### src/rtl/prach_hb_dec2.sv
// Half-band decimate-by-2 stage for the long-PRACH chain.
// Six independent lanes (3 CC x I/Q) share the channel-phase strobes.
// The filter keeps the newest sample on every output (even-phase decimation).
module prach_hb_dec2 #(
  parameter int DW = 16
) (
  input  logic                 clk,
  input  logic                 rst,
  input  logic signed [DW-1:0] din_dr [3],
  input  logic signed [DW-1:0] din_di [3],
  input  logic [7:0]           din_chn,
  input  logic                 sync_in,
  output logic signed [DW-1:0] dout_dr [3],
  output logic signed [DW-1:0] dout_di [3],
  output logic                 dout_valid,
  output logic [7:0]           dout_chn,
  output logic                 sync_out,
  output logic                 sync_err
);

  localparam int unsigned NCC  = 3;
  localparam int unsigned NL   = 2 * NCC;
  localparam int unsigned TAPS = 7;
  localparam int          AW   = DW + 6;
  localparam logic signed [AW-1:0] SAT_HI = AW'((2 ** (DW - 1)) - 1);
  localparam logic signed [AW-1:0] SAT_LO = -SAT_HI - AW'(1);

  logic signed [DW-1:0] lane_in [NL];
  logic signed [DW-1:0] dly     [NL][TAPS];
  logic signed [DW+1:0] p_edge  [NL];
  logic signed [DW:0]   p_mid   [NL];
  logic signed [DW-1:0] p_ctr   [NL];
  logic signed [AW-1:0] acc     [NL];
  logic signed [AW-1:0] rnd     [NL];
  logic signed [DW-1:0] y_sat   [NL];
  logic signed [DW-1:0] y_reg   [NL];

  logic       samp_stb;
  logic       comp_stb;
  logic       comp_d1;
  logic       comp_d2;
  logic [7:0] chn_d1;
  logic [7:0] chn_d2;
  logic       sync_d1;
  logic       sync_d2;
  logic       sync_ok;
  logic       sync_bad;

  assign samp_stb = (din_chn[2:0] == 3'd0);
  assign comp_stb = (din_chn[3:0] == 4'd0);
  assign sync_ok  = sync_in && (din_chn == 8'd0);
  assign sync_bad = sync_in && (din_chn != 8'd0);

  // Flatten the CC ports into lanes: 0..2 are I, 3..5 are Q.
  always_comb begin
    for (int unsigned c = 0; c < NCC; c++) begin
      lane_in[c]       = din_dr[c];
      lane_in[c + NCC] = din_di[c];
    end
  end

  // Per-lane 7-deep delay lines, shifted only on sample strobes.
  always_ff @(posedge clk or posedge rst) begin
    if (rst) begin
      for (int unsigned l = 0; l < NL; l++) begin
        for (int unsigned k = 0; k < TAPS; k++) begin
          dly[l][k] <= '0;
        end
      end
    end else if (samp_stb) begin
      for (int unsigned l = 0; l < NL; l++) begin
        dly[l][0] <= lane_in[l];
        for (int unsigned k = 1; k < TAPS; k++) begin
          dly[l][k] <= dly[l][k-1];
        end
      end
    end
  end

  // Symmetric-pair partial sums; the zero taps x1/x5 are never read.
  always_ff @(posedge clk or posedge rst) begin
    if (rst) begin
      for (int unsigned l = 0; l < NL; l++) begin
        p_edge[l] <= '0;
        p_mid[l]  <= '0;
        p_ctr[l]  <= '0;
      end
    end else begin
      for (int unsigned l = 0; l < NL; l++) begin
        p_edge[l] <= -(DW+2)'(dly[l][0]) - (DW+2)'(dly[l][TAPS-1]);
        p_mid[l]  <= (DW+1)'(dly[l][2]) + (DW+1)'(dly[l][4]);
        p_ctr[l]  <= dly[l][3];
      end
    end
  end

  // Shift-add weighting (9x = 8x + x, 16x), round half-up, saturate.
  always_comb begin
    for (int unsigned l = 0; l < NL; l++) begin
      acc[l] = AW'(p_edge[l]) + (AW'(p_mid[l]) <<< 3) + AW'(p_mid[l])
             + (AW'(p_ctr[l]) <<< 4);
      rnd[l] = (acc[l] + AW'(16)) >>> 5;
      if (rnd[l] > SAT_HI) begin
        y_sat[l] = SAT_HI[DW-1:0];
      end else if (rnd[l] < SAT_LO) begin
        y_sat[l] = SAT_LO[DW-1:0];
      end else begin
        y_sat[l] = rnd[l][DW-1:0];
      end
    end
  end

  // Compute-strobe pipeline and held output registers.
  always_ff @(posedge clk or posedge rst) begin
    if (rst) begin
      comp_d1    <= 1'b0;
      comp_d2    <= 1'b0;
      dout_valid <= 1'b0;
      for (int unsigned l = 0; l < NL; l++) begin
        y_reg[l] <= '0;
      end
    end else begin
      comp_d1    <= comp_stb;
      comp_d2    <= comp_d1;
      dout_valid <= comp_d2;
      if (comp_d2) begin
        for (int unsigned l = 0; l < NL; l++) begin
          y_reg[l] <= y_sat[l];
        end
      end
    end
  end

  // Phase and sync follow the data through the same 3-clock latency.
  always_ff @(posedge clk or posedge rst) begin
    if (rst) begin
      chn_d1   <= '0;
      chn_d2   <= '0;
      dout_chn <= '0;
      sync_d1  <= 1'b0;
      sync_d2  <= 1'b0;
      sync_out <= 1'b0;
      sync_err <= 1'b0;
    end else begin
      chn_d1   <= din_chn;
      chn_d2   <= chn_d1;
      dout_chn <= chn_d2;
      sync_d1  <= sync_ok;
      sync_d2  <= sync_d1;
      sync_out <= sync_d2;
      if (sync_bad) begin
        sync_err <= 1'b1;
      end
    end
  end

  // Unflatten lanes back onto the CC output ports.
  always_comb begin
    for (int unsigned c = 0; c < NCC; c++) begin
      dout_dr[c] = y_reg[c];
      dout_di[c] = y_reg[c + NCC];
    end
  end

endmodule

### config.mk
export PLATFORM = sky130hd
export DESIGN_NAME = prach_hb_dec2
export DESIGN_NICKNAME = d
export VERILOG_FILES = /design/src/rtl/prach_hb_dec2.sv
export SDC_FILE = /design/constraint.sdc
export NUM_CORES = 2
export LEC_CHECK = 0
export BUFFER_PORTS_ARGS = -buffer_cell sky130_fd_sc_hd__buf_2
export CORE_MARGIN = 5
export CORE_UTILIZATION = 35
export DETAILED_ROUTE_END_ITERATION = 12
export PLACE_DENSITY_LB_ADDON = 0.3
export SYNTH_ARGS = -nofsm -noshare
export SYNTH_HDL_FRONTEND = slang
export SYNTH_SLANG_ARGS = --single-unit
export TNS_END_PERCENT = 1
### constraint.sdc
create_clock -name clk -period 33.6 [get_ports clk]
set_input_delay 5.04 -clock clk [delete_from_list [all_inputs] [get_ports clk]]
set_output_delay 5.04 -clock clk [all_outputs]
set_load 0.1 [all_outputs]
# After elaboration in Yosys (flattened, before gate mapping)
# Index checks and enable logic that the tools add are counted.
word_totals:
  ff_bits: 1105
op_classes:
  add_sub_neg: 42
  magnitude_cmp: 12
  mux: 12
  n_reduce_logical: 6
ops:
  columns: ["operator", "count"]
  rows:
  - ["16-bit two-way mux", 12]
  - ["21-bit by 17-bit adder with 22-bit output", 6]
  - ["22-bit by 20-bit adder with 22-bit output", 6]
  - ["22-bit by 6-bit adder with 22-bit output, second input constant", 6]
  - ["18-bit by 20-bit adder with 21-bit output", 6]
  - ["16-bit negator with 18-bit output", 6]
  - ["18-bit by 16-bit subtractor with 18-bit output", 6]
  - ["16-bit by 16-bit adder with 17-bit output", 6]
  - ["17-bit by 16-bit greater-than comparator with 1-bit output, second input constant", 6]
  - ["17-bit by 16-bit less-than comparator with 1-bit output, second input constant", 6]
  - ["8-bit zero test", 1]
  - ["8-bit nonzero test", 1]
  - ["4-bit zero test", 1]
  - ["3-bit zero test", 1]
  - ["1-bit logical AND", 2]

# Longest topological paths before layout
depth:
  word_depth: 7
  ltp_mapped: 18
  mapped_depth_nobuf: 16

# Worst setup path before layout
# No wires, ideal clock.
synth_path:
  kind: "input port to flip-flop"
  from: "in din_chn[1]"
  to: "reg dly[251] in the netlist's numbering"
  setup_time_ns: 0.065
  t_arrival_ns: 6.398
  required_ns: 33.535
  path_slack_ns: 27.137
  cell_stages: 6
  n_path_buf: 3
  path_cell_list: "nor3_1 > clkbuf_1 > clkbuf_1 > clkbuf_1 > nand2_1 > nand2_1"
synth_between:
  elab_chain_len: 1
synth_lines:
  columns: ["element", "line", "rtl"]
  rows:
  - ["from (decl)", "11", "input logic [7:0] din_chn,"]
  - ["3-bit zero test", "49", "assign samp_stb = (din_chn[2:0] == 3'd0);"]
  - ["to (signal, indexed assignment)", "72", "dly[l][0] <= lane_in[l];"]
  - ["to (signal, indexed assignment)", "74", "dly[l][k] <= dly[l][k-1];"]
  - ["to (decl)", "29", "logic signed [DW-1:0] dly [NL][TAPS];"]
# Every way passes these cells.
# A chain may end at the register's enable or synchronous reset.

==> impl_metrics.env <==
export IMPL_htreeDepth=4
export IMPL_cts_resized=0
export IMPL_dieArea_um2=173500
export IMPL_drt_total_wl_um=125000
export IMPL_finalHoldViolations=0
export IMPL_hold_slack_ns=0.3451
export IMPL_worst_slack_ns=25.78
export IMPL_die_y_um=416.5
export IMPL_outcome="completed"
export IMPL_cts_root_buf="clkbuf_16"
export IMPL_crit_arrival_ns=8.54
export IMPL_finClkSkew_ns=0.02290
export IMPL_place_gp_congestion=0.7938
export IMPL_async_flop_share_pct=100.0
export IMPL_cts_buffers=133
export IMPL_cts_clk_slew_worst_paths_ns=0.06
export IMPL_ys_seq_area_share_pct=47.80
export IMPL_post_dp_hpwl_um=89080
export IMPL_avgSynthCellArea_um2=9.791
export IMPL_crit_path_end_kind="async pin"
export IMPL_num_fill_cells=16050
export IMPL_dr_pass1_iters=7
export IMPL_grt_pass1_vias=39800
export IMPL_grt_setup_unrepaired="false"
export IMPL_track_usage_pct=14.67
export IMPL_grt_max_degree=200
export IMPL_cp_max_fo=199
export IMPL_timing_setup_tns_ns=0
export IMPL_chipWidth_um=416.5
export IMPL_ys_types=81
export IMPL_synth_seq_cells=1105
export IMPL_tightest_slew_ns=1.078
export IMPL_core_area_um2=164600
export IMPL_postCtsSetupBuffers=0
export IMPL_grt_overflow=0
export IMPL_synth_ff_type="dfrtp_1"
export IMPL_timing_hold_worst_class="reg -> reg"
export IMPL_rows=149
export IMPL_dr_first_iter_drc_count=2171
export IMPL_clockBufferDepth=3
export IMPL_io_buffers=213
export IMPL_fmax_mhz=127.8
export IMPL_ant_nets=0
export IMPL_cts_tree="built"
export IMPL_grt_pass1_wl_um=209100
export IMPL_ios=214
export IMPL_finalCriticalPeriod_ns=7.825
export IMPL_syn_inst=5908
export IMPL_worstSetupStartpointType="input port"
export IMPL_syn_num_nets=6759
export IMPL_clock_latency_ns=0.77
export IMPL_maxSlewHeadroom_pct=27.19
export IMPL_initial_utilization_pct=35.14
export IMPL_dp_worst_setup_slack_ns=24.84
export IMPL_drc=0
export IMPL_netlist_area_um2=57850
export IMPL_max_cap_viol_count=0
export IMPL_finalCritPeriodShare_pct=23.29
export IMPL_drive_gt1_share_pct=8.207
export IMPL_numClockSinks=1105
export IMPL_syn2layout_area_growth_pct=13.88
export IMPL_num_nets_final=6957
export IMPL_yosys_warnings=0
export IMPL_vias_per_cell=4.614
export IMPL_drv_slew=0
export IMPL_vias=38780
export IMPL_worstSetupPathType="in -> async"
export IMPL_wl_per_cell_um=14.88
export IMPL_synth_edf_count=0
export IMPL_postCtsHoldBufs=0
export IMPL_crit_required_ns=34.32
export IMPL_setup_viol=0
export IMPL_antenna_found_initial=2
==> registers in the layout, indices dropped and copies added (netlist names), 8 cells and up <==
register and cells:
dout_di 48, chn_d1 8, p_edge 108, dly 672, p_ctr 96, dout_dr 48, p_mid 102, chn_d2 8
dout_chn 8
==> cell type report <==
type                       instances  area, µm²  share of cell area, %
inverter                         710       2671                  4.055
antenna                            2      5.005               0.007597
timing repair buffer             239       1349                  2.048
multi-input combinational       3917      26840                  40.75
sequential                      1105      27660                  41.98
clock inverter                    55      730.7                  1.109
tap                             2189       2739                  4.158
clock buffer                     188       3880                  5.890
==> critical path, stage by stage <==
cell and delay (ns):
buf_2 0.11, clkinvlp_4 0.07, buf_12 0.60, buf_4 0.87, buf_12 0.64, buf_12 0.80
==> synth_stat cells (62+ instances only) <==
library cell	instances	area (µm²)
xnor2_1	166	1454
fa_1	204	4084
ha_1	540	6756
nand2_1	1542	5788
o21ai_0	402	2012
nor3_1	77	385.4
inv_1	709	2661
clkbuf_1	163	611.8
dfrtp_1	1105	27650
a21oi_1	147	735.7
nor2_1	235	882.1
nand3_1	62	310.3
==> metrics by stage <==
| stage | std cells | util (%) | instance area, µm² |
|---|---|---|---|
| finish | 8405 | 40.02 | 65870 |
| global route | 8403 | 40.01 | 65870 |
| CTS | 8403 | 40.01 | 65870 |
| detailed placement | 8160 | 37.21 | 61260 |
| global placement | 8160 | 37.21 | 61260 |
| floorplan | 5908 | - | 57850 |
==> per-layer routing <==
metal | vias up | share of wire (%) | GRT usage [%]
met5 | - | 0 | 0
met4 | 0 | 2.9 | 4.932
met3 | 190 | 3.0 | 2.447
met2 | 438 | 48 | 24.66
met1 | 18670 | 46 | 19.26
li1 | 19480 | - | -
==> logic make-up (layout without fill, tap and decap cells) <==
kind of cell / Yosys count / after routing / share of synthesized area [%]
and+or+nand+nor: 2075 / 2075 / 14.52
muxes: 2 / 2 / 0.04325
xor gates and xnor gates: 217 / 217 / 3.286
buffers and inverters: 886 / 1192 / 5.810
other: 0 / 2 / 0
DFF: 1105 / 1105 / 47.80
adders and majority gates: 744 / 744 / 18.74
AOI/OAI and AO/OA: 879 / 879 / 9.796
==> path summary, 6_finish.rpt <==
check	start	end	slack, ns	depth (start not counted)
min reg2reg	sync_d2	sync_out	0.35	0
min	sync_d2	sync_out	0.35	0
max in group clk	din_chn[1]	dly[461]	26.09	6
max reg2reg	p_mid[68]	dout_dr[30]	28.59	17
min in group asynchronous	rst	dout_dr[12]	4.55	3
max	rst	dout_di[32]	25.78	6
==> cells in the final DEF, fill, tap and decap left out, types with 19 or more instances in the layout <==
master	n
or3_1	22
nor3_1	76
and3_1	27
ha_1	540
clkbuf_8	26
buf_4	19
nor2_1	235
and2_1	23
o21a_1	23
xor2_1	51
o21ai_0	402
o2bb2ai_1	51
clkbuf_16	137
dfrtp_1	1104
a21oi_1	147
clkinv_2	19
a21o_1	38
clkbuf_1	25
a311oi_1	21
buf_2	213
nand2b_1	25
nand2_1	1542
inv_1	708
nand3_1	62
fa_1	204
xnor2_1	166
nor2b_1	25
Power is left out: the tool's default activity adds up to more than one toggle a clock period on the data nets, which glitch-free logic cannot reach.
